File: src/rtl/mem_access_unit.sv
// mem_access_unit: memory-stage data-port controller for the RV32I pipeline.
// Issues one data-memory access per load/store, stalls the pipeline until the
// memory responds, and returns the lane-extracted, extended load result.
module mem_access_unit (
    input  logic        clk,
    input  logic        rst,
    input  logic        req_valid,
    input  logic        mem_read,
    input  logic        mem_write,
    input  logic [2:0]  funct3,
    input  logic [31:0] addr,
    input  logic [31:0] store_data,
    output logic        stall,
    output logic [31:0] load_data,
    output logic        load_valid,
    output logic        misaligned,
    output logic        dmem_read,
    output logic        dmem_write,
    output logic [31:0] dmem_address,
    output logic [31:0] dmem_wdata,
    output logic [3:0]  dmem_byte_enable,
    input  logic [31:0] dmem_rdata,
    input  logic        dmem_resp
);

    typedef enum logic [1:0] {
        IDLE   = 2'd0,
        ACCESS = 2'd1,
        DONE   = 2'd2
    } state_t;

    state_t      state_q, state_d;
    logic [1:0]  offset_q, offset_d;
    logic [2:0]  funct3_q, funct3_d;
    logic        is_write_q, is_write_d;
    logic        dmem_read_q, dmem_read_d;
    logic        dmem_write_q, dmem_write_d;
    logic [31:0] dmem_address_q, dmem_address_d;
    logic [31:0] dmem_wdata_q, dmem_wdata_d;
    logic [3:0]  dmem_byte_enable_q, dmem_byte_enable_d;
    logic [31:0] load_data_q, load_data_d;

    logic        req;
    logic        bad_fields;
    logic        access_error;
    logic        legal_req;
    logic [31:0] shifted;
    logic [31:0] extracted;

    // Classify the incoming request: legal access, illegal access, or nothing.
    always_comb begin
        req        = req_valid & (mem_read ^ mem_write);
        bad_fields = 1'b0;
        if (mem_read) begin
            case (funct3)
                3'b000, 3'b100: bad_fields = 1'b0;
                3'b001, 3'b101: bad_fields = addr[0];
                3'b010:         bad_fields = |addr[1:0];
                default:        bad_fields = 1'b1;
            endcase
        end else begin
            case (funct3)
                3'b000:  bad_fields = 1'b0;
                3'b001:  bad_fields = addr[0];
                3'b010:  bad_fields = |addr[1:0];
                default: bad_fields = 1'b1;
            endcase
        end
        access_error = (req_valid & mem_read & mem_write) | (req & bad_fields);
        legal_req    = req & ~bad_fields;
    end

    // Pull the addressed lane down to bit 0 and extend it by load type.
    always_comb begin
        shifted = dmem_rdata >> {offset_q, 3'b000};
        case (funct3_q)
            3'b000:  extracted = {{24{shifted[7]}}, shifted[7:0]};
            3'b100:  extracted = {24'b0, shifted[7:0]};
            3'b001:  extracted = {{16{shifted[15]}}, shifted[15:0]};
            3'b101:  extracted = {16'b0, shifted[15:0]};
            default: extracted = shifted;
        endcase
    end

    // State register plus the latched request and registered memory port.
    always_ff @(posedge clk) begin
        if (rst) begin
            state_q            <= IDLE;
            offset_q           <= 2'b0;
            funct3_q           <= 3'b0;
            is_write_q         <= 1'b0;
            dmem_read_q        <= 1'b0;
            dmem_write_q       <= 1'b0;
            dmem_address_q     <= 32'b0;
            dmem_wdata_q       <= 32'b0;
            dmem_byte_enable_q <= 4'b0;
            load_data_q        <= 32'b0;
        end else begin
            state_q            <= state_d;
            offset_q           <= offset_d;
            funct3_q           <= funct3_d;
            is_write_q         <= is_write_d;
            dmem_read_q        <= dmem_read_d;
            dmem_write_q       <= dmem_write_d;
            dmem_address_q     <= dmem_address_d;
            dmem_wdata_q       <= dmem_wdata_d;
            dmem_byte_enable_q <= dmem_byte_enable_d;
            load_data_q        <= load_data_d;
        end
    end

    // Next state: launch on a legal request, wait for the response, then retire.
    always_comb begin
        state_d            = state_q;
        offset_d           = offset_q;
        funct3_d           = funct3_q;
        is_write_d         = is_write_q;
        dmem_read_d        = dmem_read_q;
        dmem_write_d       = dmem_write_q;
        dmem_address_d     = dmem_address_q;
        dmem_wdata_d       = dmem_wdata_q;
        dmem_byte_enable_d = dmem_byte_enable_q;
        load_data_d        = load_data_q;
        case (state_q)
            IDLE: begin
                if (legal_req) begin
                    state_d        = ACCESS;
                    offset_d       = addr[1:0];
                    funct3_d       = funct3;
                    is_write_d     = mem_write;
                    dmem_read_d    = mem_read;
                    dmem_write_d   = mem_write;
                    dmem_address_d = {addr[31:2], 2'b00};
                    dmem_wdata_d   = store_data << {addr[1:0], 3'b000};
                    if (mem_write) begin
                        case (funct3[1:0])
                            2'b00:   dmem_byte_enable_d = 4'b0001 << addr[1:0];
                            2'b01:   dmem_byte_enable_d = 4'b0011 << addr[1:0];
                            default: dmem_byte_enable_d = 4'b1111;
                        endcase
                    end else begin
                        dmem_byte_enable_d = 4'b1111;
                    end
                end
            end
            ACCESS: begin
                if (dmem_resp) begin
                    state_d      = DONE;
                    dmem_read_d  = 1'b0;
                    dmem_write_d = 1'b0;
                    if (!is_write_q) begin
                        load_data_d = extracted;
                    end
                end
            end
            DONE: begin
                state_d = IDLE;
            end
            default: begin
                state_d = IDLE;
            end
        endcase
    end

    // Outputs: stall covers the request cycle and every ACCESS cycle.
    always_comb begin
        stall      = ((state_q == IDLE) & legal_req) | (state_q == ACCESS);
        misaligned = (state_q == IDLE) & access_error;
        load_valid = (state_q == DONE) & ~is_write_q;
    end

    assign load_data        = load_data_q;
    assign dmem_read        = dmem_read_q;
    assign dmem_write       = dmem_write_q;
    assign dmem_address     = dmem_address_q;
    assign dmem_wdata       = dmem_wdata_q;
    assign dmem_byte_enable = dmem_byte_enable_q;

endmodule

File: config.mk
export PLATFORM = sky130hd
export DESIGN_NAME = mem_access_unit
export DESIGN_NICKNAME = d
export VERILOG_FILES = /design/src/rtl/mem_access_unit.sv
export SDC_FILE = /design/constraint.sdc
export NUM_CORES = 1
export LEC_CHECK = 0
export CORE_MARGIN = 2
export CORE_UTILIZATION = 40
export CTS_CLUSTER_DIAMETER = 60
export DETAILED_ROUTE_END_ITERATION = 8
export PLACE_DENSITY = 0.75
export SKIP_LAST_GASP = 1
export SYNTH_ARGS = -nofsm -noshare
export SYNTH_HDL_FRONTEND = slang
export SYNTH_SLANG_ARGS = --single-unit
File: constraint.sdc
create_clock -name clk -period 3.4 [get_ports clk]
set_clock_uncertainty 0.1 [all_clocks]
set_input_delay 0.68 -clock clk [delete_from_list [all_inputs] [get_ports clk]]
set_output_delay 0.68 -clock clk [all_outputs]
set_load 0.005 [all_outputs]
==> results.md, run 1 <==
- **setup TNS** 0 ps
- **non-filler cells in the finished layout** 964
- **warnings from Yosys** 0
- **actual transition at the worst max-transition pin** 842 ps
- **top library cells by usage in the layout, fill and taps aside** clkdlybuf4s50_1 (204), dfxtp_1 (108), a21oi_1 (85)
- **number of buffers added by the clock tree synthesis step** 9
- **Remaining DRCs** 0
- **CTS clock-pin slew for the worst setup and hold paths** 60 ps
- **pre-CTS setup slack** 81.5 ps
- **number of synthesized flops with an enable pin** 0
- **count of cell instances traversed by the critical path** 6
- **asr flop ratio synth** 0
- **number of instances in the synthesized netlist** 612
- **area of the core** 12600 um^2
- **first-pass GRT wire length** 27600 um
- **slowest CP cell** clkdlybuf4s50_1
- **critical path launch point type** primary input
- **fin crit share** 0.979
- **GP Congestion** 0.861
- **effective utilization at floorplan** 0.409
- **peak supply drop** 0.250 mV
- **final HPWL from detailed placement** 12600 um
- **setup repair after global routing missed its margin** no
- **Layout area overhead** 48.1%
- **area of placed instances** 7340 um^2
- **commonest non-fill, non-tap cell in the layout** clkdlybuf4s50_1
- **H-tree levels** 3
- **Crit path max-delay family** buffers and inverters
- **count of endpoints failing hold in the final timing report** 0
- **mean number of vias per cell** 5.59
- **final instance area** 7620 um^2
- **WL per Instance** 18.1 um
- **worst reg2reg path depth** 5
- **number of cells traversed by the worst hold path** 2
- **Max Cap Viol** 0
- **GR Util All Layers** 0.247
- **Initial DRC Count** 439
- **Total Die Area** 13800 um^2
- **Buf+Inv Stages, Crit Path** 2
- **Finished Core Util** 0.606
- **maximum operating frequency** 300 MHz
- **most common cell type on the critical path** clkdlybuf4s50_1
- **number of nets with antenna violations after routing** 0
- **sequential cell area fraction in the yosys report** 0.420
- **run status** completed
- **Critical Path AT** 2550 ps
- **via count of the first global-routing pass** 5292
- **pin count of the biggest net entering global routing** 63
- **worst hold path class** flop to flop
- **cells traversed along the worst timing path** clkdlybuf4s50_1 > nor4_4 > a31oi_4 > nor2_1 > or2_1 > clkdlybuf4s50_1
- **total of endpoints with negative setup slack in the final report** 0
- **delay of the slowest cell on the worst path** 560 ps
- **chip height** 117 um
- **number of antenna violations at the first check in global routing** 0
- **Placed Instances** 949
- **vias after detailed routing** 5389
- **number of antenna cells inserted** 0
- **Bufs on Longest Clock Path** 2
- **root buffer cell** clkbuf_16
- **post-route setup slack** 71.5 ps
- **total congestion overflow after global routing** 0
- **Max Slew Vio Count** 0
- **worst rel slew slack** 0.437
- **type of element capturing the critical path** output port
- **Cell Area, Synth** 5140 um^2
- **number of storage elements in the synthesis netlist** 108
- **Filler Cell Count** 1080
- **PwrDens** 372 nW/um^2
- **cell row count** 41
- **Worst Path Max Fanout** 5
- **kind of critical path** primary input to output port
- **detailed-routing iteration count for the pre-antenna-repair pass** 4
- **combined flip-flop and latch cell area** 2160 um^2
- **Most used DFF post-synth** dfxtp_1
- **number of buffers inserted by port buffering** 207
- **share of post-route cells with drive strength above 1** 0.0745
- **# hold bufs at CTS** 0
- **shortest period the worst path allows** 3330 ps
- **leakage component of the power** 2.56 nW
- **number of distinct library cells after synthesis** 45
- **Post-Synthesis Mean Instance Area** 8.40 um^2
- **CP Data Required Time** 2620 ps
- **clock network latency to the later pin of the worst-skew pair** 340 ps
- **count of clock tree sinks** 108
- **num ports** 210
- **Final Net Count** 893
- **number of buffers added for setup after CTS** 0
- **clock tree from TritonCTS** built
- **Horiz. Die Dim** 117 um
- **Routed Wire Length** 17400 um
- **area of combinational cells with multiple inputs** 2700 um^2
-- cells by family after synthesis --
family / after synthesis / synth area share
buffers and inverters: 68 / 0.0584
XOR/XNOR: 1 / 0.00170
AND/OR/NAND/NOR: 169 / 0.162
AO/OA/AOI/OAI: 215 / 0.254
flip-flops: 108 / 0.420
multiplexers: 50 / 0.103
other: 1 / 0.000729
-- cell usage after synthesis, types with 2 or more instances --
cell	n	area [um^2]
or4_1	8	60.1
nand2_1	46	173
nand2b_1	12	75.1
a21oi_1	85	425
o2bb2ai_1	7	61.3
a211oi_1	25	188
buf_2	14	70.1
nor2_1	41	154
clkbuf_1	34	128
nand3_1	36	180
nor2b_1	8	50.1
o22ai_1	8	50.1
a311oi_1	4	35.0
o2111ai_1	10	87.6
mux2_2	15	169
mux2i_1	34	340
nand4_1	8	50.1
nor3b_1	2	15.0
buf_1	8	30.0
dfxtp_1	108	2160
o21ai_0	61	305
buf_4	5	37.5
inv_1	5	18.8
o211ai_1	7	52.6
-- what timing repair did --
item,4_1_cts,5_1_grt
hold endpoints to repair,0,0
gates resized for setup,0,2
endpoints found under the setup margin,0,1
-- layout make-up --
type,instances,area share
Tap cell,172,0.0283
Inverter,5,0.00246
Timing Repair Buffer,227,0.295
Sequential cell,108,0.284
Multi-Input combinational cell,437,0.355
Clock inverter,2,0.00131
Clock buffer,13,0.0342
-- worst paths after layout --
kind / startpoint / endpoint / slack (ps)
worst max register to register: offset_q[0] / load_data[21] / 1040
worst min-delay path: load_data[7] / load_data[7] / 360
worst max-delay path: funct3[2] / stall / 70
worst min register to register: load_data[7] / load_data[7] / 360
-- per-stage QoR --
step / power, mW / hold slack, ps
4_1_cts: 2.85 / 359
3_3_place_gp: 1.87 / 347
6_report: 2.83 / 357
5_1_grt: 2.95 / 374
3_5_place_dp: 1.88 / 350
2_1_floorplan: 1.59 / 353
-- registers in the layout (all words and copies together), names as in the netlist --
register	cells
dmem_wdata	32
load_data	32
dmem_address	30
dmem_byte_enable	4
funct3_q	3
offset_q	2
state_q	2
dmem_read	1
dmem_write	1
is_write_q	1
-- worst min-delay path: cells and delay by family, from the launching register on --
| family | cells | cell delay (ps) |
|---|---|---|
| DFF | 1 | 310 |
| and+or+nand+nor | 1 | 50 |
| AOI/OAI and AO/OA | 1 | 50 |
-- routing by layer --
| metal | wire length, um | up-vias | track usage |
|---|---|---|---|
| li1 | - | 2576 | - |
| met5 | 0 | - | 0 |
| met4 | 569 | 0 | 0.108 |
| met3 | 1190 | 42 | 0.0618 |
| met1 | 7090 | 2543 | 0.288 |
| met2 | 8550 | 228 | 0.429 |
-- power breakdown --
part	leakage [nW]	switching [mW]	internal, mW	total [mW]
sequential	0.874	0.0245	1.30	1.33
clock	0.135	0.441	0.531	0.972
combinational	1.55	0.260	0.273	0.533
Power figures use the tool's default switching activity.
==> inputs of run 2 (changes only) <==
--- a/config.mk
+++ b/config.mk
@@ -5,10 +5,11 @@
 export SDC_FILE = /design/constraint.sdc
 export NUM_CORES = 1
 export LEC_CHECK = 0
-export CORE_MARGIN = 2
+export CORE_MARGIN = 3
 export CORE_UTILIZATION = 40
 export CTS_CLUSTER_DIAMETER = 60
 export DETAILED_ROUTE_END_ITERATION = 8
+export GPL_TIMING_DRIVEN = 0
 export PLACE_DENSITY = 0.75
 export SKIP_LAST_GASP = 1
 export SYNTH_ARGS = -nofsm -noshare
==> run 2 against run 1 <==
Clock power increased by 15%; first-iteration DRC count rose by 6.6%; register-to-register slack gained 90 ps; utilization up 2.8 points; final cell count is 4.5% higher; non-clock buffer count increased by 46.
==> results.md, run 2 (synthesis results as in run 1) <==
- **run status** completed
- **num ports** 210
- **worst hold path class** flop to flop
- **cells traversed along the worst timing path** dlygate4sd2_1 > nand2b_1 > a31oi_4 > buf_6 > nand2_1 > a21oi_2 > clkdlybuf4s50_1
- **peak supply drop** 0.325 mV
- **leakage component of the power** 2.65 nW
- **Routed Wire Length** 19000 um
- **number of antenna violations at the first check in global routing** 0
- **count of endpoints failing hold in the final timing report** 0
- **Layout area overhead** 51.9%
- **delay of the slowest cell on the worst path** 530 ps
- **H-tree levels** 3
- **number of buffers added by the clock tree synthesis step** 9
- **number of antenna cells inserted** 0
- **CP Data Required Time** 2620 ps
- **clock tree from TritonCTS** built
- **WL per Instance** 18.9 um
- **clock network latency to the later pin of the worst-skew pair** 360 ps
- **top library cells by usage in the layout, fill and taps aside** clkdlybuf4s50_1 (201), dfxtp_1 (108), a21oi_1 (84)
- **root buffer cell** clkbuf_16
- **area of the core** 12300 um^2
- **number of nets with antenna violations after routing** 0
- **count of clock tree sinks** 108
- **slowest CP cell** clkdlybuf4s50_1
- **first-pass GRT wire length** 29700 um
- **number of buffers inserted by port buffering** 206
- **Filler Cell Count** 1126
- **PwrDens** 385 nW/um^2
- **CTS clock-pin slew for the worst setup and hold paths** 70 ps
- **Bufs on Longest Clock Path** 2
- **total of endpoints with negative setup slack in the final report** 0
- **vias after detailed routing** 5640
- **Final Net Count** 939
- **via count of the first global-routing pass** 5626
- **Max Slew Vio Count** 0
- **cell row count** 40
- **total congestion overflow after global routing** 0
- **fin crit share** 0.979
- **chip height** 119 um
- **effective utilization at floorplan** 0.418
- **internal power summed over all cells** 2.23 mW
- **shortest period the worst path allows** 3330 ps
- **kind of critical path** primary input to output port
- **final HPWL from detailed placement** 14600 um
- **worst rel slew slack** 0.541
- **Worst Path Max Fanout** 10
- **setup repair after global routing missed its margin** no
- **maximum operating frequency** 300 MHz
- **proportion of power drawn by flip-flops and latches** 0.441
- **GP Congestion** 0.936
- **setup TNS** 0 ps
- **type of element capturing the critical path** output port
- **power consumption** 3.01 mW
- **Initial DRC Count** 468
- **critical path launch point type** primary input
- **pin count of the biggest net entering global routing** 18
- **Total Die Area** 14300 um^2
- **clock network fraction of design power** 0.373
- **Max Cap Viol** 0
- **share of total power consumed by net switching** 0.259
- **actual transition at the worst max-transition pin** 688 ps
- **detailed-routing iteration count for the pre-antenna-repair pass** 4
- **switching power** 0.780 mW
- **Critical Path AT** 2550 ps
- **mean number of vias per cell** 5.60
- **commonest non-fill, non-tap cell in the layout** clkdlybuf4s50_1
- **share of post-route cells with drive strength above 1** 0.0822
- **Remaining DRCs** 0
- **GR Util All Layers** 0.260
- **combinational power share** 0.186
- **Horiz. Die Dim** 119 um
-- run 2: cell types whose count changed in the layout (fill, tap and decap cells not counted), moves of 2 or more --
cell | previous run | this run
buf_1 | 0 | 8
buf_12 | 2 | 0
buf_2 | 0 | 14
buf_4 | 19 | 9
buf_6 | 0 | 2
bufinv_16 | 0 | 2
clkbuf_1 | 2 | 33
clkdlybuf4s50_1 | 204 | 201
clkinvlp_4 | 0 | 2
dlygate4sd2_1 | 0 | 3
-- run 2: final timing paths --
| path | slack (ps) | from | endpoint | cells after the start |
|---|---|---|---|---|
| setup / recovery | 70 | mem_read | misaligned | 7 |
| hold / removal | 350 | load_data[4] | load_data[4] | 2 |
| setup reg to reg | 1130 | state_q[0] | load_data[16] | 5 |
| hold reg to reg | 350 | load_data[4] | load_data[4] | 2 |
-- run 2: final cells by class --
class	count	area, um^2	share of cell area
Clock inverter	6	88.8	0.0114
Timing Repair Buffer	210	2090	0.268
Buffer	63	299	0.0383
Tap cell	168	210	0.0269
Multi-Input combinational cell	437	2710	0.347
Inverter	5	18.8	0.00240
Clock buffer	10	229	0.0293
Sequential cell	108	2160	0.277
-- run 2: critical path: cells and delay by family --
| family | cells | cell delay [ps] |
|---|---|---|
| buffers and inverters | 3 | 1040 |
| AOI/OAI and AO/OA | 2 | 510 |
| and+or+nand+nor | 2 | 310 |
-- run 2: power by group through the flow --
stage,clock (mW),sequential (mW),combinational (mW)
after floorplan,0,1.35,0.241
after global placement,0,1.35,0.534
after detailed placement,0,1.36,0.542
after CTS,1.14,1.33,0.550
after global routing,1.18,1.33,0.602
final,1.12,1.33,0.559
-- run 2: per-stage QoR --
stage	instances	cell area, um^2	hold WS (ps)	utilization	worst slack (ps)
floorplan	613	5150	353	-	787
detailed placement	987	7420	350	0.603	-520
finish	1007	7810	355	0.634	70.0
CTS	1006	7780	360	0.632	-18.5
global placement	987	7420	347	0.603	-479
global route	1007	7810	385	0.634	35.6
-- run 2: routing by layer --
| layer | vias to the layer above | GRT usage | wire (um) |
|---|---|---|---|
| li1 | 2674 | - | - |
| met3 | 35 | 0.0655 | 1540 |
| met1 | 2667 | 0.322 | 7780 |
| met2 | 264 | 0.432 | 9220 |
| met4 | 0 | 0.105 | 472 |
| met5 | - | 0 | 0 |
-- run 2: what timing repair did --
action / CTS / global route
endpoints found under the setup margin: 2 / 2
buffers inserted: 3 / 1
hold buffers: 0 / 0
resized for setup: 11 / 9
pin swaps: 2 / 3
gates cloned: 0 / 0
